==> config.mk <==
export PLATFORM = sky130hd
export DESIGN_NAME = imem_loader
export DESIGN_NICKNAME = d
export VERILOG_FILES = /design/src/rtl/imem_loader.sv
export SDC_FILE = /design/constraint.sdc
export NUM_CORES = 1
export LEC_CHECK = 0
export ABC_AREA = 1
export CAP_MARGIN = 20
export CORE_MARGIN = 2
export CORE_UTILIZATION = 48
export DETAILED_ROUTE_END_ITERATION = 6
export GPL_TIMING_DRIVEN = 0
export PLACE_DENSITY = 0.76
export REMOVE_ABC_BUFFERS = 1
export SYNTH_ARGS = -nofsm -noshare
export SYNTH_HDL_FRONTEND = slang
export SYNTH_SLANG_ARGS = --single-unit
export TNS_END_PERCENT = 5
==> constraint.sdc <==
create_clock -name clk -period 2.1 [get_ports clk]
set_input_delay 0.21 -clock clk [delete_from_list [all_inputs] [get_ports clk]]
set_output_delay 0.21 -clock clk [all_outputs]
set_load 0.1 [all_outputs]
==> src/rtl/imem_loader.sv <==
// rtl/imem_loader.sv - host byte-stream loader and sequencer for the PAT instruction buffer write port
//
// Packs host bytes (little-endian) into W = I_BUFFER_SIZE*I_WIDTH bit words and writes them to
// consecutive instruction addresses, holding the PAT core in reset until a load completes.
//
// Ports:
//   clk, reset          clock; asynchronous active-low reset
//   host_start          one-cycle load request, sampled only while idle
//   host_base_adr       first write address (captured on start)
//   host_count          number of words to load, 0..2^I_ADR_WIDTH (captured on start)
//   host_valid/ready    byte handshake, host_data carries the byte
//   imem_write_adr      write address (holds last value outside a write)
//   imem_write          one-cycle write strobe
//   imem_in             packed write word (holds last value outside a write)
//   core_hold           hold/reset request to the PAT core
//   busy, done          not idle / one-cycle completion pulse
//   error               sticky checksum mismatch
//
// Optional feature macro: LOADER_CHECKSUM_EN - a trailing byte must equal the XOR of all payload
// bytes; a mismatch sets error and keeps core_hold asserted. Undefined: error is tied 0.
module imem_loader #(
   parameter int I_WIDTH       = 23,
   parameter int I_BUFFER_SIZE = 2,
   parameter int I_ADR_WIDTH   = 10
) (
   input  logic                             clk,
   input  logic                             reset,
   input  logic                             host_start,
   input  logic [I_ADR_WIDTH-1:0]           host_base_adr,
   input  logic [I_ADR_WIDTH:0]             host_count,
   input  logic                             host_valid,
   input  logic [7:0]                       host_data,
   output logic                             host_ready,
   output logic [I_ADR_WIDTH-1:0]           imem_write_adr,
   output logic                             imem_write,
   output logic [I_BUFFER_SIZE*I_WIDTH-1:0] imem_in,
   output logic                             core_hold,
   output logic                             busy,
   output logic                             done,
   output logic                             error
);

   localparam int W      = I_BUFFER_SIZE * I_WIDTH;
   localparam int NBYTES = (W + 7) / 8;
   localparam int LOW_W  = 8 * (NBYTES - 1);   // bits held by all bytes but the last
   localparam int TOP_W  = W - LOW_W;          // bits of the last byte that survive
   localparam int IDX_W  = $clog2(NBYTES);

   typedef enum logic [2:0] {S_IDLE, S_RECV, S_WRITE, S_CHECK, S_DONE} state_t;

   state_t                   state_q, state_d;
   logic [I_ADR_WIDTH-1:0]   adr_q, adr_d;
   logic [I_ADR_WIDTH:0]     cnt_q, cnt_d;
   logic [IDX_W-1:0]         idx_q, idx_d;
   logic [LOW_W-1:0]         low_q, low_d;
   logic [I_ADR_WIDTH-1:0]   wadr_q, wadr_d;
   logic [W-1:0]             wdat_q, wdat_d;
   logic                     hold_q, hold_d;
`ifdef LOADER_CHECKSUM_EN
   logic                     err_q, err_d;
   logic [7:0]               sum_q, sum_d;
`endif

   always_comb begin
      state_d    = state_q;
      adr_d      = adr_q;
      cnt_d      = cnt_q;
      idx_d      = idx_q;
      low_d      = low_q;
      wadr_d     = wadr_q;
      wdat_d     = wdat_q;
      hold_d     = hold_q;
      host_ready = 1'b0;
`ifdef LOADER_CHECKSUM_EN
      err_d      = err_q;
      sum_d      = sum_q;
`endif
      case (state_q)
         S_IDLE: begin
            if (host_start) begin
               adr_d  = host_base_adr;
               cnt_d  = host_count;
               idx_d  = '0;
               hold_d = 1'b1;
`ifdef LOADER_CHECKSUM_EN
               err_d  = 1'b0;
               sum_d  = 8'h00;
               // an empty load still consumes (and verifies) the trailing checksum byte
               state_d = (host_count == '0) ? S_CHECK : S_RECV;
`else
               state_d = (host_count == '0) ? S_DONE : S_RECV;
`endif
            end
         end
         S_RECV: begin
            host_ready = 1'b1;
            if (host_valid) begin
`ifdef LOADER_CHECKSUM_EN
               sum_d = sum_q ^ host_data;
`endif
               if (idx_q == IDX_W'(NBYTES - 1)) begin
                  // final byte goes straight into the output word; its bits above W-1 are dropped
                  wdat_d  = {host_data[TOP_W-1:0], low_q};
                  wadr_d  = adr_q;
                  state_d = S_WRITE;
               end else begin
                  low_d[8*idx_q +: 8] = host_data;
                  idx_d = idx_q + 1'b1;
               end
            end
         end
         S_WRITE: begin
            adr_d = adr_q + 1'b1;
            cnt_d = cnt_q - 1'b1;
            idx_d = '0;
            if (cnt_q == (I_ADR_WIDTH+1)'(1)) begin
`ifdef LOADER_CHECKSUM_EN
               state_d = S_CHECK;
`else
               state_d = S_DONE;
`endif
            end else begin
               state_d = S_RECV;
            end
         end
`ifdef LOADER_CHECKSUM_EN
         S_CHECK: begin
            host_ready = 1'b1;
            if (host_valid) begin
               if (host_data != sum_q) err_d = 1'b1;
               state_d = S_DONE;
            end
         end
`endif
         S_DONE: begin
            // release the core on the way back to idle unless the image failed its checksum
`ifdef LOADER_CHECKSUM_EN
            hold_d = err_q;
`else
            hold_d = 1'b0;
`endif
            state_d = S_IDLE;
         end
         default: state_d = S_IDLE;
      endcase
   end

   always_ff @(posedge clk or negedge reset) begin
      if (!reset) begin
         state_q <= S_IDLE;
         adr_q   <= '0;
         cnt_q   <= '0;
         idx_q   <= '0;
         low_q   <= '0;
         wadr_q  <= '0;
         wdat_q  <= '0;
         hold_q  <= 1'b1;
`ifdef LOADER_CHECKSUM_EN
         err_q   <= 1'b0;
         sum_q   <= 8'h00;
`endif
      end else begin
         state_q <= state_d;
         adr_q   <= adr_d;
         cnt_q   <= cnt_d;
         idx_q   <= idx_d;
         low_q   <= low_d;
         wadr_q  <= wadr_d;
         wdat_q  <= wdat_d;
         hold_q  <= hold_d;
`ifdef LOADER_CHECKSUM_EN
         err_q   <= err_d;
         sum_q   <= sum_d;
`endif
      end
   end

   assign imem_write     = (state_q == S_WRITE);
   assign imem_write_adr = wadr_q;
   assign imem_in        = wdat_q;
   assign busy           = (state_q != S_IDLE);
   assign done           = (state_q == S_DONE);
   assign core_hold      = hold_q;
`ifdef LOADER_CHECKSUM_EN
   assign error          = err_q;
`else
   assign error          = 1'b0;
`endif

endmodule

# After elaboration in Yosys (flattened, before gate mapping)
# Index checks and enable logic that the tools add are counted.
# W data, S select, Z words.
dict set report classes {
  n_addsub 4
  eq_ne 9
  reduce_logical 12
  n_mux 18
  n_shift 2
  bitwise 1
}
# operator n
set ops {}
lappend ops {{$bwmux W40} 1}
lappend ops {{$shift A8 B34 Y40 const A} 1}
lappend ops {{$shiftx A8 B34 Y40} 1}
lappend ops {{$neg A6 Y34} 1}
lappend ops {{$mux W3} 8}
lappend ops {{$pmux W11 S2} 1}
lappend ops {{$pmux W10 S2} 1}
lappend ops {{$pmux W3 S3} 2}
lappend ops {{$eq A11 B1 Y1 const B} 1}
lappend ops {{$logic_not A11 Y1} 1}
lappend ops {{$mux W11} 1}
lappend ops {{$sub A11 B1 Y11 const B} 1}
lappend ops {{$add A10 B1 Y10 const B} 1}
lappend ops {{$mux W10} 1}
lappend ops {{$reduce_and A3 Y1} 3}
lappend ops {{$ne A2 B2 Y1 const B} 4}
lappend ops {{$eq A3 B3 Y1 const B} 2}
lappend ops {{$reduce_bool A3 Y1} 2}
lappend ops {{$reduce_and A2 Y1} 2}
lappend ops {{$reduce_and A4 Y1} 1}
lappend ops {{$reduce_bool A2 Y1} 2}
lappend ops {{$add A3 B1 Y3 const B} 1}
lappend ops {{$eq A3 B1 Y1 const B} 1}
lappend ops {{$eq A3 B2 Y1 const B} 1}
lappend ops {{other kinds (4)} 5}
dict set report word_totals {
  input_bits 33
  word_cells 54
  ff_bits 124
  output_inout_bits 62
}

# Longest topological paths before layout
dict set report depth {
  ltp_word 4
  mapped_depth 11
  mapped_depth_nobuf 10
}

# Worst setup path after synthesis
# Ideal clock, no wire load.
dict set report synth_timing {
  path_type {flip-flop to flip-flop}
  startpoint {register state_q[1]}
  endpoint {register hold_q, in the netlist core_hold}
  stages_incl_launch_ff 4
  required_time_ps 1927
  path_slack_ps -857
  arrival_ps 2784
  period_less_slack_ps 2957
  setup_ps 173
  path_buffers 1
  cell_sequence {dfrtp_1 buf_2 nor3_1 nor2_1}
}
dict set report synth_via {
  elab_chain_len 3
  elab_cells_between_ends 6
  cone_classes {eq/ne (2); mux (1); reduce/logical (3)}
}
# item line_no
set synth_lines {}
lappend synth_lines {{start, declared} 51} ;# state_t state_q, state_d;
lappend synth_lines {{start signal, assigned} 163} ;# state_q <= state_d;
lappend synth_lines {{$eq A3 B3 Y1 *} --}
lappend synth_lines {{net done} 39} ;# output logic done,
lappend synth_lines {{$reduce_bool A2 Y1 (no source line)} --}
lappend synth_lines {{$reduce_and A2 Y1 (no source line)} --}
lappend synth_lines {{end signal, assigned} 170} ;# hold_q <= hold_d;
lappend synth_lines {{end, declared} 58} ;# logic hold_q, hold_d;
# The timed path passes the listed nets; every way through them passes the cells marked *.
# A chain may end at the register's enable or synchronous reset.

# Worst setup path in the final report
dict set report layout_timing {
  startpoint {register state_q[0]}
  endpoint {output port imem_write}
}
dict set report layout_via {
  elab_chain_len 1
}
# item line_no
set layout_lines {}
lappend layout_lines {{$eq A3 B2 Y1} 178} ;# assign imem_write = (state_q == S_WRITE);
lappend layout_lines {{end, declared} 35} ;# output logic imem_write,
# No other way between the ends.

==> results_tabular.tex <==
\begin{tabular}{lr}
\hline
Metric & Value \\
\hline
\multicolumn{2}{l}{\textbf{STA}} \\
Worst-Margin Slew & $\sim$0.97 ns \\
Worst hold slack after final layout & 0.341 ns \\
Final number of hold-violating endpoints & 0 \\
Max-slew violation count & 0 \\
Worst setup margin & -0.0403 ns \\
Final critical-path required period & 2.14 ns \\
Worst clock skew & 0.00499 ns \\
Headroom to the max-slew limit & 0.353 \\
Final sum of negative setup slack & -0.0403 ns \\
Maximum operating frequency & 0.467 GHz \\
Final worst-path cycle share & 1.02 \\
RSZ-0062 raised after global routing & true \\
Final number of setup-violating endpoints & 1 \\
\multicolumn{2}{l}{\textbf{Critical path}} \\
Maximum net fanout on the critical path & 15 \\
Crit path required time & 1.89 ns \\
Register-to-register setup slack & 0.12 ns \\
End of the worst register-to-register path & low\_q[11] \\
Cells on worst reg2reg path & 9 \\
Critical-path top delay cell & dfrtp\_1 \\
CP Capture Type & primary output \\
Crit path arrival time & 1.93 ns \\
Startpoint type of the worst setup path & flip-flop \\
Reg-to-Reg Start & idx\_q[0] \\
CP peak stage delay & 0.44 ns \\
Cell Chain, Critical Path & nor2\_1 -> nand2\_2 -> clkinvlp\_4 -> buf\_6 \\
Critical path class & reg2out \\
\multicolumn{2}{l}{\textbf{Yosys}} \\
Post-synth EDFFs & 0 \\
Number of distinct library cell variants in the gate-level netlist after synthesis & 35 \\
Register area share after synthesis & 0.530 \\
Portion of synthesized cell area occupied by the leading cell type & 0.526 \\
Flip-flop and latch count after synthesis & 124 \\
Yosys warns & 0 \\
Most frequent cells after synthesis & nand2\_1, dfrtp\_1, nor2\_1 \\
Largest area contributor in the synthesized netlist & dfrtp\_1 \\
Cells taking the most area after synthesis & dfrtp\_1, nand2\_1, nor2\_1 \\
Post-synthesis area per instance & 7.91 um\^{}2 \\
Most frequent cell after synthesis & nand2\_1 \\
Number of standard cells after synthesis & 740 \\
Dominant synthesized flop cell & dfrtp\_1 \\
Post-Syn Area & 0.00585 mm\^{}2 \\
Proportion of synthesized flip-flops having asynchronous set or reset & 1.00 \\
\multicolumn{2}{l}{\textbf{Route}} \\
Total via count after detailed routing & 5077 \\
Post-DRT Antenna Nets & 0 \\
Detail-routed via count per cell & $\sim$5.1 \\
Avg WL per Cell & 14.0 um \\
Pre-antenna DRT Iters & 7 \\
DRC Markers & 0 \\
Routed WL & 13900 um \\
Violation count after the first detailed-routing iteration & 423 \\
\multicolumn{2}{l}{\textbf{Power}} \\
Clock power frac & 0.261 \\
Total power density per cell area & 1480 mW/mm\^{}2 \\
Internal power contribution & 6.05 mW \\
Leakage power total & 4.16 nW \\
Total power after layout & 11.2 mW \\
Switching part of the total power & 0.458 \\
Combinational group share of total power & 0.420 \\
Worst-case vdd ir drop & 0.618 mV \\
Switching power of the nets & 5.11 mW \\
Part of the total power dissipated in sequential elements & 0.319 \\
\multicolumn{2}{l}{\textbf{Placement}} \\
Placed Cells & around 960 \\
Cell Area, Placed & 0.00689 mm\^{}2 \\
IO buf count & 93 \\
RePlAce Congestion & 0.893 \\
Worst Setup Slack post-DPL & -1.08 ns \\
DP Wirelength & 9330 um \\
\multicolumn{2}{l}{\textbf{Global route}} \\
Maximum number of pins on one net before global-route repair & 64 \\
Wire length of the first global-routing pass & 23100 um \\
Overall routing resource usage & 0.223 \\
Initial antenna violation count & 0 \\
Grt ovf & 0 \\
Vias in the first global route & 4924 \\
\multicolumn{2}{l}{\textbf{Clock network}} \\
Clock-pin slew on the worst setup and hold paths & 0.06 ns \\
Cts bufs inserted & 17 \\
TritonCTS clock tree & done \\
\# clock sinks & 124 \\
Clk Latency, worst-skew pair & 0.41 ns \\
Number of H-tree levels & 4 \\
Max Root-Sink Buffers & 2 \\
Root buffer selected by CTS & clkbuf\_16 \\
\multicolumn{2}{l}{\textbf{Cells and area}} \\
Cell area after layout & 0.00753 mm\^{}2 \\
Number of diodes added for antenna fixing & 0 \\
Util after Layout & 0.630 \\
Final layout net count & just under 900 \\
Fill cells & 1001 \\
Fraction of layout cells with a size suffix above 1 & 0.103 \\
P\&R area growth vs syn & 28.7\% \\
Non-filler instance count after layout & 993 \\
\multicolumn{2}{l}{\textbf{Floorplanning}} \\
Initial core utilization & 0.489 \\
Die ar. & 0.0131 mm\^{}2 \\
Standard-cell rows & 40 \\
CORE AREA & 0.0120 mm\^{}2 \\
Die Height & 114 um \\
Floorplan die width & 114 um \\
Top-level port count & between 90 and 100 \\
\multicolumn{2}{l}{\textbf{Run status}} \\
Violated checks & negative setup slack \\
Result of the run & complete, but fails checks \\
\multicolumn{2}{l}{\textbf{Job}} \\
Count of max-cap constraint violations & 0 \\
\multicolumn{2}{l}{\textbf{Hold path}} \\
Kind of path behind the tightest hold check & in2async \\
\hline
\end{tabular}
placed cells by master, fill, tap and decap left out, types with 2 or more instances in the layout:
master	netlist	final
a21oi_1	5	5
buf_2	13	2
buf_4	6	3
buf_6	1	2
bufinv_16	0	2
clkbuf_16	0	17
clkbuf_8	0	4
clkdlybuf4s50_1	0	31
clkinv_2	0	3
clkinv_4	0	2
clkinvlp_4	0	4
dfrtp_1	123	121
dfrtp_2	0	2
dlygate4sd2_1	0	53
dlymetal6s2s_1	0	4
ha_1	8	6
inv_1	46	43
inv_2	6	7
nand2_1	317	314
nand2_2	1	2
nand2_4	3	5
nand3_1	51	51
nand4_1	3	3
nor2_1	69	67
nor2_2	2	2
nor2_4	3	5
nor3_1	4	3
o21ai_0	38	38
o21ai_1	5	5
o21ai_2	8	7
o22ai_1	3	3
or2_2	5	5
xor2_1	4	4
power groups by stage:
stage                     Combinational [mW]  Clock (mW)  Sequential [mW]
after CTS                               4.61        2.94             3.56
final                                   4.69        2.91             3.56
after global placement                  4.48           0             3.56
after global routing                    5.08        3.04             3.66
after floorplan                         2.07           0             4.96
after detailed placement                4.60           0             3.59
kinds of logic (layout without fill, tap and decap cells):
logic type	count (synthesis)	in the layout	synth area share
other	1	1	0.000641
XOR/XNOR	4	4	0.00598
AO/OA/AOI/OAI	63	63	0.0611
AND/OR/NAND/NOR	463	463	0.327
adder cells (fa/ha/maj)	8	8	0.0171
flip-flops	124	124	0.530
buffers and inverters	77	183	0.0577
flip-flops by register name (all words and copies together), names as in the netlist:
signal,cells
state_q,3
cnt_q,11
core_hold,1
imem_write_adr,10
imem_in,46
low_q,40
adr_q,10
idx_q,3
worst max-delay path by stage:
stage                    start         end  slack, ns  cells after the start
finish              state_q[0]  imem_write      -0.04                      4
global route        state_q[0]  imem_write      -0.15                      4
global placement         reset  imem_in[2]      -3.82                      1
CTS                 state_q[1]    cnt_q[4]      -0.03                      4
detailed placement  state_q[1]  imem_write      -1.08                      3
floorplan           state_q[1]  imem_in[0]      -1.13                      7
routing by layer:
| layer | up-vias | track usage | routed length, um |
|---|---|---|---|
| met1 | 2373 | 0.298 | 6390 |
| met2 | 168 | 0.352 | 6480 |
| met3 | 19 | 0.0551 | 789 |
| met5 | - | 0 | 0 |
| met4 | 0 | 0.0854 | 237 |
| li1 | 2517 | - | - |
worst max-delay path: cells and delay by family (launching register included):
kind	cells	cell delay [ns]
buffers and inverters	2	0.55
DFF	1	0.44
and+or+nand+nor	2	0.54
final cells by class:
type | count | area (um^2) | area share
Clock buffer | 21 | 480 | 0.0638
Clock inverter | 10 | 115 | 0.0153
Inverter | 53 | 218 | 0.0289
Multi-Input combinational cell | 539 | 2490 | 0.330
Sequential cell | 124 | 3110 | 0.412
Tap cell | 147 | 184 | 0.0244
Timing Repair Buffer | 98 | 937 | 0.124
Timing Repair inverter | 1 | 5.00 | 0.000664
timing repair:
item                                    4_1_cts  5_1_grt
hold endpoints to repair                     62        0
pin swaps                                     1        2
cloned                                        1        0
buffers inserted                              1        0
endpoints found under the setup margin      163       81
hold buffers                                  1        0
gates resized for setup                      91       15
Power figures use the tool's default switching activity.
